`config.mk`:
```
export PLATFORM = sky130hd
export DESIGN_NAME = mode_counter_flat
export DESIGN_NICKNAME = d
export VERILOG_FILES = /design/src/rtl/mode_counter_pkg.sv /design/src/rtl/mode_counter_if.sv /design/src/rtl/mode_counter_prescaler.sv /design/src/rtl/mode_counter.sv /design/src/flat_wrapper.sv
export SDC_FILE = /design/constraint.sdc
export NUM_CORES = 1
export LEC_CHECK = 0
export ABC_AREA = 1
export CORE_MARGIN = 2
export CORE_UTILIZATION = 46
export DETAILED_ROUTE_END_ITERATION = 8
export PLACE_DENSITY = 0.76
export SLEW_MARGIN = 20
export SYNTH_ARGS = -nofsm -noshare
export SYNTH_HDL_FRONTEND = slang
export SYNTH_SLANG_ARGS = --single-unit
```
`constraint.sdc`:
```
create_clock -name clk -period 3.3 [get_ports clk]
set_input_delay 0.495 -clock clk [delete_from_list [all_inputs] [get_ports clk]]
set_output_delay 0.495 -clock clk [all_outputs]
set_load 0.01 [all_outputs]
```
`src/rtl/mode_counter_pkg.sv`:
```
// Shared types and limits for the mode counter.
// Direction encoding and prescaler width helper.
package mode_counter_pkg;

  typedef enum logic {
    DIR_DOWN = 1'b0,
    DIR_UP   = 1'b1
  } dir_e;

  localparam int WIDTH_MIN    = 1;
  localparam int WIDTH_MAX    = 32;
  localparam int PRESCALE_MIN = 1;
  localparam int PRESCALE_MAX = 256;

  // A prescale of 1 still needs a one-bit register.
  function automatic int pre_bits(input int p);
    return (p > 2) ? $clog2(p) : 1;
  endfunction

endpackage

```
`src/rtl/mode_counter_if.sv`:
```
// Control and status bundle of the mode counter.
// clk/rst travel with the bundle for monitors.
interface mode_counter_if #(
  parameter int WIDTH = 8
) (
  input logic clk,
  input logic rst
);

  logic             en;
  logic             up_dn;
  logic             load;
  logic [WIDTH-1:0] load_val;
  logic             clr_ovf;
  logic [WIDTH-1:0] count;
  logic             tc;
  logic             ovf;

  modport master (
    input  clk, rst,
    output en, up_dn, load, load_val, clr_ovf,
    input  count, tc, ovf
  );

  modport slave (
    input  clk, rst,
    input  en, up_dn, load, load_val, clr_ovf,
    output count, tc, ovf
  );

endinterface

```
`src/rtl/mode_counter_prescaler.sv`:
```
// Enable prescaler: step fires every PRESCALE enabled cycles.
// clr restarts the phase and suppresses step.
module mode_counter_prescaler
  import mode_counter_pkg::*;
#(
  parameter int PRESCALE = 1
) (
  input  logic clk,
  input  logic rst,
  input  logic en,
  input  logic clr,
  output logic step
);

  localparam int PW = pre_bits(PRESCALE);
  localparam logic [PW-1:0] LAST = PW'(PRESCALE - 1);

  logic [PW-1:0] pre_q, pre_d;

  always_comb begin
    pre_d = pre_q;
    if (clr) begin
      pre_d = '0;
    end else if (en) begin
      pre_d = (pre_q == LAST) ? '0 : pre_q + PW'(1);
    end
  end

  always_ff @(posedge clk or negedge rst) begin
    if (!rst) begin
      pre_q <= '0;
    end else begin
      pre_q <= pre_d;
    end
  end

  assign step = en & ~clr & (pre_q == LAST);

endmodule

```
`src/rtl/mode_counter.sv`:
```
// Prescaled up/down counter with wrap or saturate at
// the range ends, terminal-count pulse and sticky overflow.
module mode_counter
  import mode_counter_pkg::*;
#(
  parameter int          WIDTH    = 8,
  parameter int unsigned MAX_VAL  = (2**WIDTH) - 1,
  parameter int          PRESCALE = 1,
  parameter bit          SATURATE = 1'b0
) (
  input  logic         clk,
  input  logic         rst,
  mode_counter_if.slave bus
);

  localparam logic [WIDTH-1:0] MAX_W = WIDTH'(MAX_VAL);

  logic [WIDTH-1:0] count_q, count_d;
  logic             tc_q, tc_d;
  logic             ovf_q, ovf_d;
  logic             step;
  logic             at_bnd;
  logic [WIDTH-1:0] load_sat;
  dir_e             dir_w;

  mode_counter_prescaler #(
    .PRESCALE(PRESCALE)
  ) u_pre (
    .clk (clk),
    .rst (rst),
    .en  (bus.en),
    .clr (bus.load),
    .step(step)
  );

  assign dir_w    = dir_e'(bus.up_dn);
  assign at_bnd   = (dir_w == DIR_UP) ? (count_q == MAX_W)
                                      : (count_q == '0);
  assign load_sat = (bus.load_val > MAX_W) ? MAX_W : bus.load_val;

  // Load and step are exclusive: the prescaler masks step on load.
  always_comb begin
    count_d = count_q;
    tc_d    = 1'b0;
    ovf_d   = ovf_q & ~bus.clr_ovf;
    unique case (1'b1)
      bus.load: count_d = load_sat;
      step: begin
        if (at_bnd) begin
          tc_d  = 1'b1;
          ovf_d = 1'b1;
          if (!SATURATE) begin
            count_d = (dir_w == DIR_UP) ? '0 : MAX_W;
          end
        end else begin
          count_d = (dir_w == DIR_UP) ? count_q + WIDTH'(1)
                                      : count_q - WIDTH'(1);
        end
      end
      default: ;
    endcase
  end

  always_ff @(posedge clk or negedge rst) begin
    if (!rst) begin
      count_q <= '0;
      tc_q    <= 1'b0;
      ovf_q   <= 1'b0;
    end else begin
      count_q <= count_d;
      tc_q    <= tc_d;
      ovf_q   <= ovf_d;
    end
  end

  assign bus.count = count_q;
  assign bus.tc    = tc_q;
  assign bus.ovf   = ovf_q;

endmodule

```
`src/flat_wrapper.sv`:
```
// flat-port wrapper written by rule: the top's interface ports become plain ports
module mode_counter_flat import mode_counter_pkg::*;
#(
  parameter int          WIDTH    = 8,
  parameter int unsigned MAX_VAL  = (2**WIDTH) - 1,
  parameter int          PRESCALE = 1,
  parameter bit          SATURATE = 1'b0
)
  (clk, rst, bus_en, bus_up_dn, bus_load, bus_load_val, bus_clr_ovf, bus_count, bus_tc, bus_ovf);
  mode_counter_if #(.WIDTH(WIDTH)) bus_i (.clk(clk), .rst(rst));
  input  logic clk;
  input  logic rst;
  input wire logic [$bits(bus_i.en)-1:0] bus_en;
  input wire logic [$bits(bus_i.up_dn)-1:0] bus_up_dn;
  input wire logic [$bits(bus_i.load)-1:0] bus_load;
  input wire logic [$bits(bus_i.load_val)-1:0] bus_load_val;
  input wire logic [$bits(bus_i.clr_ovf)-1:0] bus_clr_ovf;
  output wire logic [$bits(bus_i.count)-1:0] bus_count;
  output wire logic [$bits(bus_i.tc)-1:0] bus_tc;
  output wire logic [$bits(bus_i.ovf)-1:0] bus_ovf;
  assign bus_i.en = bus_en;
  assign bus_i.up_dn = bus_up_dn;
  assign bus_i.load = bus_load;
  assign bus_i.load_val = bus_load_val;
  assign bus_i.clr_ovf = bus_clr_ovf;
  assign bus_count = bus_i.count;
  assign bus_tc = bus_i.tc;
  assign bus_ovf = bus_i.ovf;
  mode_counter #(.WIDTH(WIDTH), .MAX_VAL(MAX_VAL), .PRESCALE(PRESCALE), .SATURATE(SATURATE)) u_core (.clk(clk), .rst(rst), .bus(bus_i));
endmodule
```
* Word-level counts from Yosys, hierarchy flattened
Cells that the tools add are included.
** Storage, ports and cells
- Bits in writable memories :: 0
- Output and inout bits :: 10
- Flip-flop bits (word level) :: 11
- ROM bits :: 0
- Latch bits :: 0
- Memories :: 0
** Cells by class
- Reductions and logical operators :: 3
- Shifts and indexed selects :: 0
- Muxes and demuxes :: 13
- Equal/unequal tests :: 1
- Add/sub/neg operators :: 3
- Multipliers :: 0
- Order comparisons :: 1
- Bitwise gates (word level) :: 6
- Div/mod/pow operators :: 0
** Operator list (number)
- two-way mux 8 bit :: 4
- case mux 8 bit (2 select lines) :: 1
- adder 8 x 1 -> 8 bit, second input constant :: 1
- == test 8 bit, second input constant :: 1
- > comparator 8 bit, second input constant :: 1
- logical NOT 8 bit :: 1
- two-way mux 1 bit :: 8
- subtractor 8 x 1 -> 8 bit, second input constant :: 1
- nonzero test 2 bit :: 2
- bitwise AND 1 bit :: 3
- NOT 1 bit :: 3
- adder 1 bit, second input constant :: 1

* Depth between registers and ports, before layout
- Word-level depth :: 4
- Gate-level depth with buffers :: 11

* By module
From an unflattened synthesis, not the netlist that was laid out.
** Second synthesis, totals
- Cells, all modules :: 137
- Area total of the unflattened synthesis :: 872.1 um^2
** Modules (own cells, without submodules)
- mode_counter :: instances 1, cells an instance 135, seq. area each 250.2 um^2, area an instance 862.1 um^2
- mode_counter_prescaler :: instances 1, cells an instance 2, seq. area each 0.0 um^2, area an instance 10.0 um^2

* Worst setup path before layout
No wires, ideal clock.
- Path kind :: in2reg
- Start point :: in bus_up_dn
- End point :: reg u_core.count_q[5], in the netlist u_core.bus.count[5]
- Arrival time :: 1.540 ns
- Cell stages on the path :: 9
- Setup slack :: 1.644 ns
- Buffers on the path :: 0
- Path through :: inv_1 -> ha_1 -> or2_4 -> nand3b_1 -> nand3_1 -> nand3_1 -> nand2_1 -> nand2_1 -> nand2_1
** Between the ends
- Cells in the longest elaborated chain, start to end :: 3
** RTL lines
- from (decl) :: line flat_wrapper.sv:14 : input wire logic [$bits(bus_i.up_dn)-1:0] bus_up_dn;
- two-way mux 8 bit (tied with other cells) :: line mode_counter.sv:56 : count_d = (dir_w == DIR_UP) ? count_q + WIDTH'(1)
- two-way mux 8 bit * :: line mode_counter.sv:49 : if (at_bnd) begin
- case mux 8 bit (2 select lines) * :: line mode_counter.sv:46 : unique case (1'b1)
- to (signal assigned) :: line mode_counter.sv:70 : count_q <= count_d;
- to (decl) :: line mode_counter.sv:18 : logic [WIDTH-1:0] count_q, count_d;
Mark *: on every way between the ends. The rest lies on a longest branch, timed or not.
A chain may end at the register's enable or synchronous reset.

* Worst setup path in the final report
- Start point :: in bus_up_dn
- End point :: reg u_core.count_q[7], in the netlist u_core.bus.count[7]
The elaborated chain is that of the path after synthesis.

==> reports/metrics.yaml <==
synth_area_um2: 933
powerDensity_nw_per_um2: 417
wl_um: 2420
die_h_um: 49.0
firstDrtPassIters: 4
setup_viol: 0
gp_congestion: 0.940
grt_pass1_vias: 939
via_per_inst: 5.10
start_kind: "primary input"
rsz0062_at_grt: "false"
grtUsageTotal: 0.228
drc: 0
die_w_um: 49.0
hold_viol: 0
pwr-share-clk: 0.215
final_nets: 184
grt_pass1_wl_um: 4170
post_cts_resized: 0
io_pins: 24
numClockSinks: 10
cts.path.max_buffers: 2
maxClockFrequency_mhz: 480
maxCapViolCount: 0
ir_drop_mv: 0.207
pwr-share-comb: 0.458
coreArea_um2: 1940
syn_inst: 136
cp_data_arrival_time_ps: 2240
port-buffer-count: 23
cell_internal_pwr_w: 0.000315
ctsHtreeMaxLevel: 1
area_growth_pct: 31.6
p_switching_w: 0.000197
dp_hpwl_um: 1920
synth_nets: 157
drt_iter0_drc: 27
regArea_um2: 250
fin_setup_tns_ps: 0
n_antenna_cell: 0
holdWs_ps: 545
tightest_slew_ps: 529
crit_type: "primary input to register"
ys_ff_latch: 10
cp.required_ps: 3460
wire_per_inst_um: 12.8
pwr-share-seq: 0.327
multiInputGateArea_um2: 596
finalMaxSlewViolations: 0
row_count: 16
period_needed_ps: 2090
overflow: 0
ys_seq_area_frac: 0.268
fillers: 188
ant_nets: 0
crit_path_end_kind: "register"
cts_buffers: 3
status: "finished, final reports clean"
slew-limit-headroom: 0.646
grt_max_degree: 11
die_area_um2: 2410
cts_hold_buf: 0
period_share: 0.632
clk_pin_slew_ps: 60
clock_latency_ps: 270
fin_skew_ps: 0.514
antenna_found_initial: 0
yosysWarnings: 0
p_leak_nw: 0.610
synth_cell_type_count: 23
avgSynthCellArea_um2: 6.86
hold_path_class: "primary input to async pin"
critPathMaxFanout: 7
cts_root_buffer: "clkbuf_4"
post-cts-setup-buffer-count: 0
cts_tree: "done"
vias: 963
swShare: 0.385
start_util: 0.481
drive_gt1_frac: 0.123
## cells in the mapped netlist (all sizes together)
cell     n  area, um2
or2      1       8.76
buf      1       5.00
o21ai    1       5.00
nand4    2       12.5
nand3   11       70.1
ha       6       75.1
o22ai    3       18.8
dfrtp   10        250
a21oi    6       30.0
fa       1       20.0
o211ai   1       7.51
nand3b   2       15.0
nor2    19        118
inv     22       82.6
nand2   44        168
xnor2    2       17.5
a22oi    4       30.0
## sequential cells by signal, summed over array words and instances, names as in the netlist
register	flops
u_core.bus.count	8
u_core.bus.tc	1
u_core.bus.ovf	1
## path summary, 6_finish.rpt
path                            cells past startpoint  slack [ps]                            start                         endpoint
worst max-delay path                               11        1210                        bus_up_dn  u_core.bus.count[7]$_DFFE_PN0P_
worst min-delay path                                1         540                              rst         u_core.bus.ovf$_DFF_PN0_
worst max register to register                      8        1660  u_core.bus.count[2]$_DFFE_PN0P_  u_core.bus.count[5]$_DFFE_PN0P_
worst min register to register                      2         570         u_core.bus.ovf$_DFF_PN0_         u_core.bus.ovf$_DFF_PN0_
max in group asynchronous                           1        2440                              rst  u_core.bus.count[7]$_DFFE_PN0P_
min in group clk                                    2         570         u_core.bus.ovf$_DFF_PN0_         u_core.bus.ovf$_DFF_PN0_
## power groups by stage
stage               clock network (W)  logic (W)  registers (W)
floorplan                           0   0.000148       0.000166
CTS                          0.000114   0.000235       0.000167
global route                 0.000122   0.000263       0.000171
finish                       0.000110   0.000235       0.000167
global placement                    0   0.000228       0.000168
detailed placement                  0   0.000233       0.000169
## cells by family after synthesis
kind of cell,after synthesis,share of synthesized area
adders and majority gates,7,0.102
buffers and inverters,23,0.0938
DFF,10,0.268
xor gates and xnor gates,2,0.0188
and+or+nand+nor,79,0.420
AOI/OAI and AO/OA,15,0.0979
## layer usage
metal	wire length [um]	share of wire	global-route usage
met3	171	0.071	0.0706
met2	1180	0.49	0.372
met4	49	0.020	0.110
met1	1020	0.42	0.273
met5	0	0	0
## area by class of cell
type / count / share of cell area
Sequential cell: 10 / 0.204
Tap cell: 27 / 0.0275
Clock buffer: 4 / 0.0295
Multi-Input combinational cell: 103 / 0.485
Inverter: 22 / 0.0672
Timing Repair Buffer: 23 / 0.187
## stage by stage
step           std cells  utilization  instance area [um2]  power [W]  setup slack, ps
6_report             189        0.633                 1230   0.000512             1210
5_1_grt              189        0.633                 1230   0.000556             1090
4_1_cts              189        0.633                 1230   0.000516             1230
3_5_place_dp         185        0.614                 1190   0.000402              944
3_3_place_gp         185        0.614                 1190   0.000396              998
2_1_floorplan        136            -                  933   0.000315             1640
## worst max-delay path: stages
cell             delay (ps)
clkdlybuf4s50_1         530
inv_1                   160
ha_1                    370
nand2_1                 100
nand2_1                  70
a21oi_1                 180
nand3_1                 110
nand3_2                  80
nand2_1                  40
nand2_1                  50
nand2_1                  40
## cells in the final DEF, fill, tap and decap left out, drive strengths merged
cell type / instances
a21oi: 6
a22oi: 4
clkbuf: 4
clkdlybuf4s50: 23
dfrtp: 10
fa: 1
ha: 6
inv: 22
nand2: 44
nand3: 11
nand3b: 2
nand4: 2
nor2: 19
o211ai: 1
o21ai: 1
o22ai: 3
or2: 1
xnor2: 2
Power figures use the tool's default switching activity.
